### src/rtl/alu_share_arbiter.sv
// alu_share_arbiter: round-robin sharing of one combinational ALU between two
// valid/ready requesters. One transaction in flight: IDLE -> EXEC -> RESP.
module alu_share_arbiter #(
    parameter int WIDTH  = 32,
    parameter int CTRL_W = 4
) (
    input  logic              clk,
    input  logic              rst,
    // requester 0
    input  logic              req_valid_0,
    output logic              req_ready_0,
    input  logic [WIDTH-1:0]  req_op1_0,
    input  logic [WIDTH-1:0]  req_op2_0,
    input  logic [CTRL_W-1:0] req_ctrl_0,
    output logic              rsp_valid_0,
    input  logic              rsp_ready_0,
    // requester 1
    input  logic              req_valid_1,
    output logic              req_ready_1,
    input  logic [WIDTH-1:0]  req_op1_1,
    input  logic [WIDTH-1:0]  req_op2_1,
    input  logic [CTRL_W-1:0] req_ctrl_1,
    output logic              rsp_valid_1,
    input  logic              rsp_ready_1,
    // shared response bus
    output logic [WIDTH-1:0]  rsp_result,
    output logic              rsp_zero,
    output logic              rsp_err,
    // shared ALU
    output logic [WIDTH-1:0]  alu_op1,
    output logic [WIDTH-1:0]  alu_op2,
    output logic [CTRL_W-1:0] alu_control,
    input  logic [WIDTH-1:0]  alu_result,
    input  logic              alu_zero,
    output logic              busy
);

    localparam logic [1:0] ST_IDLE = 2'd0;
    localparam logic [1:0] ST_EXEC = 2'd1;
    localparam logic [1:0] ST_RESP = 2'd2;

    // Control codes with this bit set are not valid ALU operations.
    localparam int ILLEGAL_BIT = 3;

    logic [1:0]        state_q, state_d;
    logic              last_grant_q, last_grant_d;
    logic              grant_q, grant_d;
    logic [WIDTH-1:0]  op1_q, op1_d;
    logic [WIDTH-1:0]  op2_q, op2_d;
    logic [CTRL_W-1:0] ctrl_q, ctrl_d;
    logic [WIDTH-1:0]  result_q, result_d;
    logic              zero_q, zero_d;
    logic              err_q, err_d;

    logic              grant_sel;
    logic              accept;
    logic              owner_rsp_ready;

    // Arbitration: a lone requester wins outright; on contention the one not served last wins.
    always_comb begin
        grant_sel = 1'b0;
        if (req_valid_0 && req_valid_1) begin
            grant_sel = ~last_grant_q;
        end else if (req_valid_1) begin
            grant_sel = 1'b1;
        end
        accept      = (state_q == ST_IDLE) && (req_valid_0 || req_valid_1) && !rst;
        req_ready_0 = accept && !grant_sel;
        req_ready_1 = accept && grant_sel;
    end

    // Next-state and datapath capture for the single in-flight transaction.
    always_comb begin
        state_d         = state_q;
        last_grant_d    = last_grant_q;
        grant_d         = grant_q;
        op1_d           = op1_q;
        op2_d           = op2_q;
        ctrl_d          = ctrl_q;
        result_d        = result_q;
        zero_d          = zero_q;
        err_d           = err_q;
        owner_rsp_ready = grant_q ? rsp_ready_1 : rsp_ready_0;
        case (state_q)
            ST_IDLE: begin
                if (accept) begin
                    grant_d = grant_sel;
                    op1_d   = grant_sel ? req_op1_1  : req_op1_0;
                    op2_d   = grant_sel ? req_op2_1  : req_op2_0;
                    ctrl_d  = grant_sel ? req_ctrl_1 : req_ctrl_0;
                    state_d = ST_EXEC;
                end
            end
            ST_EXEC: begin
                // Illegal codes never reach the result bus; the ALU output is discarded.
                if (ctrl_q[ILLEGAL_BIT]) begin
                    result_d = '0;
                    zero_d   = 1'b1;
                    err_d    = 1'b1;
                end else begin
                    result_d = alu_result;
                    zero_d   = alu_zero;
                    err_d    = 1'b0;
                end
                state_d = ST_RESP;
            end
            ST_RESP: begin
                // Fairness pointer only moves once the owner has taken its result.
                if (owner_rsp_ready) begin
                    last_grant_d = grant_q;
                    state_d      = ST_IDLE;
                end
            end
            default: begin
                state_d = ST_IDLE;
            end
        endcase
    end

    // Control and response registers; reset drops any in-flight transaction.
    always_ff @(posedge clk) begin
        if (rst) begin
            state_q      <= ST_IDLE;
            last_grant_q <= 1'b1;
            grant_q      <= 1'b0;
            result_q     <= '0;
            zero_q       <= 1'b0;
            err_q        <= 1'b0;
        end else begin
            state_q      <= state_d;
            last_grant_q <= last_grant_d;
            grant_q      <= grant_d;
            result_q     <= result_d;
            zero_q       <= zero_d;
            err_q        <= err_d;
        end
    end

    // Latched operands; only observable while in EXEC, so no reset needed.
    always_ff @(posedge clk) begin
        op1_q  <= op1_d;
        op2_q  <= op2_d;
        ctrl_q <= ctrl_d;
    end

    // Output decode: ALU inputs are quiet outside EXEC; response routed to its owner.
    always_comb begin
        alu_op1     = (state_q == ST_EXEC) ? op1_q  : '0;
        alu_op2     = (state_q == ST_EXEC) ? op2_q  : '0;
        alu_control = (state_q == ST_EXEC) ? ctrl_q : '0;
        rsp_valid_0 = (state_q == ST_RESP) && !grant_q;
        rsp_valid_1 = (state_q == ST_RESP) && grant_q;
        rsp_result  = result_q;
        rsp_zero    = zero_q;
        rsp_err     = err_q;
        busy        = (state_q != ST_IDLE);
    end

endmodule
### config.mk
export PLATFORM = sky130hd
export DESIGN_NAME = alu_share_arbiter
export DESIGN_NICKNAME = d
export VERILOG_FILES = /design/src/rtl/alu_share_arbiter.sv
export SDC_FILE = /design/constraint.sdc
export NUM_CORES = 1
export LEC_CHECK = 0
export ABC_CLOCK_PERIOD_IN_PS = 6940
export CAP_MARGIN = 5
export CORE_ASPECT_RATIO = 1.4
export CORE_MARGIN = 4
export CORE_UTILIZATION = 35
export DETAILED_ROUTE_END_ITERATION = 7
export PLACE_DENSITY = 0.78
export SETUP_SLACK_MARGIN = 0.05
export SLEW_MARGIN = 25
export SYNTH_ARGS = -nofsm -noshare
export SYNTH_HDL_FRONTEND = slang
export SYNTH_SLANG_ARGS = --single-unit
### constraint.sdc
create_clock -name clk -period 6.94 [get_ports clk]
set_clock_uncertainty 0.05 [all_clocks]
set_input_delay 1.388 -clock clk [delete_from_list [all_inputs] [get_ports clk]]
set_output_delay 1.388 -clock clk [all_outputs]
set_load 0.01 [all_outputs]
# Word-level counts from Yosys, hierarchy flattened
# Index checks and enable logic that the tools add are counted.
[word_totals] reg_bits=106 out_inout_bits=107
[classes] muxes=15 eq_ne=4 reduce_logical=16 bitwise=1
[op_table] cell="32-bit 2-to-1 mux" count=5
[op_table] cell="4-bit 2-to-1 mux" count=2
[op_table] cell="1-bit logical AND" count=7
[op_table] cell="2-bit case mux with 3 select lines" count=1
[op_table] cell="2-bit AND reduction" count=3
[op_table] cell="1-bit 2-to-1 mux" count=5
[op_table] cell="2-bit 2-to-1 mux" count=2
[op_table] cell="2-bit inequality test, second input constant" count=2
[op_table] cell="1-bit logical NOT" count=3
[op_table] cell="2-bit by 1-bit == test with 1-bit output, second input constant" count=1
[op_table] cell="2-bit == test, second input constant" count=1
[op_table] cell="2-bit logical NOT" count=1
[op_table] cell="2-bit nonzero test" count=1
[op_table] cell="1-bit logical OR" count=1
[op_table] cell="1-bit inverter" count=1

# Depth between registers and ports, before layout
[depth] ltp_word=5 mapped_depth=5 mapped_depth_nobuf=3

# Worst setup path after synthesis
# OpenSTA, ideal clock, no wires.
[synth_timing] path_type="input to register" start="input port rst" end="register ctrl_q[0], enable pin" slack_ns=0.068 arrival_time_ns=6.245 n_path_buf=1 path_stages=2 cell_sequence="clkbuf_1 nor3_1"
[synth_between] elab_chain_cells=3
[synth_rtl] item="start: declaration" line_no="8" text="input logic rst,"
[synth_rtl] item="1-bit logical NOT" line_no="67" text="accept = (state_q == ST_IDLE) && (req_valid_0 || req_valid_1) && !rst;"
[synth_rtl] item="1-bit logical AND" line_no="67"
[synth_rtl] item="2-bit AND reduction (no line)"
[synth_rtl] item="end signal: assignment" line_no="143" text="ctrl_q <= ctrl_d;"
[synth_rtl] item="end: declaration" line_no="50" text="logic [CTRL_W-1:0] ctrl_q, ctrl_d;"
# Every way passes these cells.
# A chain may end at the register's enable or synchronous reset.

# Final worst setup path
[layout_timing] start="input port rst" end="output port req_ready_1"
[layout_between] elab_chain_cells=3
[layout_rtl] item="1-bit logical NOT" line_no="67"
[layout_rtl] item="1-bit logical AND" line_no="67"
[layout_rtl] item="1-bit logical AND" line_no="69" text="req_ready_1 = accept && grant_sel;"
[layout_rtl] item="end: declaration" line_no="19" text="output logic req_ready_1,"
# Every way passes these cells.

==> flow_summary.json <==
{
  "status": "complete, no violations",
  "path_max_fanout": 39,
  "setup_violations": 0,
  "core_sq_um": 13500,
  "final_util_pct": 59.4,
  "via_per_inst": 4.74,
  "worstMarginPinSlew_ns": 0.911,
  "drt-total-wl_microns": 14600,
  "grt_max_degree": 69,
  "synth_top_area_cell": "edfxtp_1",
  "synth_nets": 570,
  "critPathMostFrequentCell": "clkdlybuf4s50_1",
  "clock.fmax_ghz": 0.226,
  "drive_gt1_share_pct": 13.6,
  "cp-startpoint": "rst",
  "critPathCapture": "req_ready_1",
  "synthCells": 395,
  "area_growth_pct": 65.5,
  "crit_slowest_cell": "clkdlybuf4s50_1",
  "cp-end-kind": "primary output",
  "post_cts_buffers": 0,
  "yosys_warnings": 0,
  "die_w_microns": 108,
  "peakVddDrop_mv": 0.138,
  "ys_seq_area_share_pct": 57.8,
  "dieArea_sq_um": 15800,
  "power.density_nw_per_um2": 192,
  "r2r-end": "op2_q[9]",
  "h-tree-depth": 3,
  "port_buffers": 281,
  "reg2reg_slack_ns": 4.90,
  "final_cell_mix": "281 x clkdlybuf4s50_1, 68 x and2_1, 68 x mux2_2, 68 x edfxtp_1, 38 x dfxtp_1",
  "avgRoutedWirePerCell_microns": 17.2,
  "relSlewSlack_pct": 39.2,
  "antenna_found_initial": 0,
  "clk_latency_ns": 0.34,
  "synth-seq-cells": 106,
  "clockBufferDepth": 2,
  "clkSlewWorstSetupHoldPaths_ns": 0.07,
  "final_common_cell": "clkdlybuf4s50_1",
  "cts_resized": 0,
  "num_vias": 4021,
  "grt_setup_unrepaired": "no",
  "nNetsFinal": 837,
  "drtIter0Drc": 84,
  "multiInputGateArea_sq_um": 1870,
  "drc": 0,
  "gp_congestion": 0.757,
  "cts_hold_buffers": 0,
  "cts_tree": "done",
  "power.leakage_nw": 2.79,
  "post-route-period-util_pct": 63.7,
  "cp.arrival_ns": 2.99,
  "die_y_microns": 147,
  "drv_cap": 0,
  "tns_ns": 0,
  "hold_viol": 0,
  "drv_slew": 0,
  "antenna_cells": 0,
  "root_buffer": "clkbuf_16",
  "max_stage_delay_ns": 0.48,
  "crit_chain": "clkdlybuf4s50_1 > buf_4 > inv_1 > and3_1 > clkdlybuf4s50_1",
  "syn_area_per_cell_sq_um": 12.3,
  "hold_path_class": "reg2reg",
  "dp_slack_ns": 2.50,
  "synth_top_area_share_pct": 42.1,
  "clock-sinks": 106,
  "crit_path_start_kind": "input pin",
  "grt_pass1_vias": 4210,
  "min_period_ns": 4.42,
  "reg2regPathDepth": 4,
  "gr-total-overflow": 0,
  "worstPathRequired_ns": 5.50,
  "area.sequential_sq_um": 2800,
  "place_hpwl_microns": 11300,
  "r2r-start": "state_q[0]",
  "first_pass_iters": 4,
  "rows": 50,
  "initial_core_util_pct": 35.9,
  "syn_area_sq_um": 4850,
  "synth_cell_types": 26,
  "grt_usage_pct": 17.8,
  "num_io_pins": 282,
  "worst_slack_ns": 2.52,
  "fill_cells": 1144,
  "drtAntennaViolNets": 0,
  "worstSetupPathType": "in2out",
  "grt_pass1_wl_microns": 21900,
  "synth_area_leaders": "edfxtp_1 42%, mux2_2 16%, dfxtp_1 16%",
  "cts_buffers": 9
}
## cell usage after synthesis
| cell | instances |
|---|---|
| buf_6 | 3 |
| nor4_1 | 1 |
| mux2i_1 | 1 |
| nor3_1 | 4 |
| o21ai_0 | 1 |
| inv_1 | 3 |
| edfxtp_1 | 68 |
| mux2_2 | 68 |
| a21boi_4 | 1 |
| nor2b_1 | 2 |
| and3_1 | 1 |
| a21oi_1 | 34 |
| and2b_1 | 1 |
| and3b_1 | 1 |
| and2_1 | 68 |
| nand2b_1 | 1 |
| clkbuf_2 | 5 |
| buf_4 | 7 |
| buf_2 | 8 |
| clkbuf_1 | 6 |
| a31o_2 | 1 |
| nand3b_1 | 32 |
| a31oi_1 | 1 |
| nor2_1 | 4 |
| dfxtp_1 | 38 |
| nand2_1 | 35 |
## worst min path at each step
stage	startpoint	endpoint	cells after the start
6_report	rsp_result[2]	rsp_result[2]	2
5_1_grt	rsp_result[2]	rsp_result[2]	2
4_1_cts	rsp_result[2]	rsp_result[2]	2
3_5_place_dp	rsp_result[2]	rsp_result[2]	2
3_3_place_gp	rsp_result[11]	rsp_result[11]	2
2_1_floorplan	rsp_result[0]	rsp_result[0]	2
## state kept, by name, summed over array words and instances (netlist names), 2 cells and up
signal      cells
rsp_result     32
state_q         2
ctrl_q          4
op2_q          32
op1_q          32
## per-stage QoR
stage               area (sq um)  total power, mW  hold slack [ns]  cells
finish                      8030             1.54            0.404    849
global route                8030             1.61            0.416    849
CTS                         8030             1.56            0.403    849
detailed placement          7760             1.08            0.393    833
global placement            7750             1.07            0.388    833
floorplan                   4850            0.890            0.426    395
## metal layers
| layer | global-route usage, % | part of all wire, % |
|---|---|---|
| met5 | 0 | 0 |
| met4 | 8.53 | 3.7 |
| met3 | 5.14 | 8.9 |
| met2 | 34.5 | 56 |
| met1 | 16.4 | 32 |
## kinds of logic after synthesis
logic type	synth area share (%)
AOI/OAI and AO/OA	4.31
muxes	16.0
and+or+nand+nor	18.1
buffers and inverters	3.82
DFF	57.8
## critical path, delay by kind of cell
family	cells	cell delay [ns]
buf+inv	4	1.41
simple gates	1	0.18
## power breakdown
part           total (mW)  switching, mW  internal [mW]
Clock               0.475          0.222          0.253
Sequential          0.737         0.0153          0.721
Combinational       0.330          0.126          0.204
## cell type report
cell class / count / area share [%]
clock buffers: 11 / 3.02
clock inverters: 5 / 0.374
inverters: 3 / 0.140
multi-input cells: 257 / 23.3
flip-flops and latches: 106 / 34.9
well taps: 182 / 2.84
repair buffers: 285 / 35.4
No activity file was read; power rests on OpenSTA's default activity.
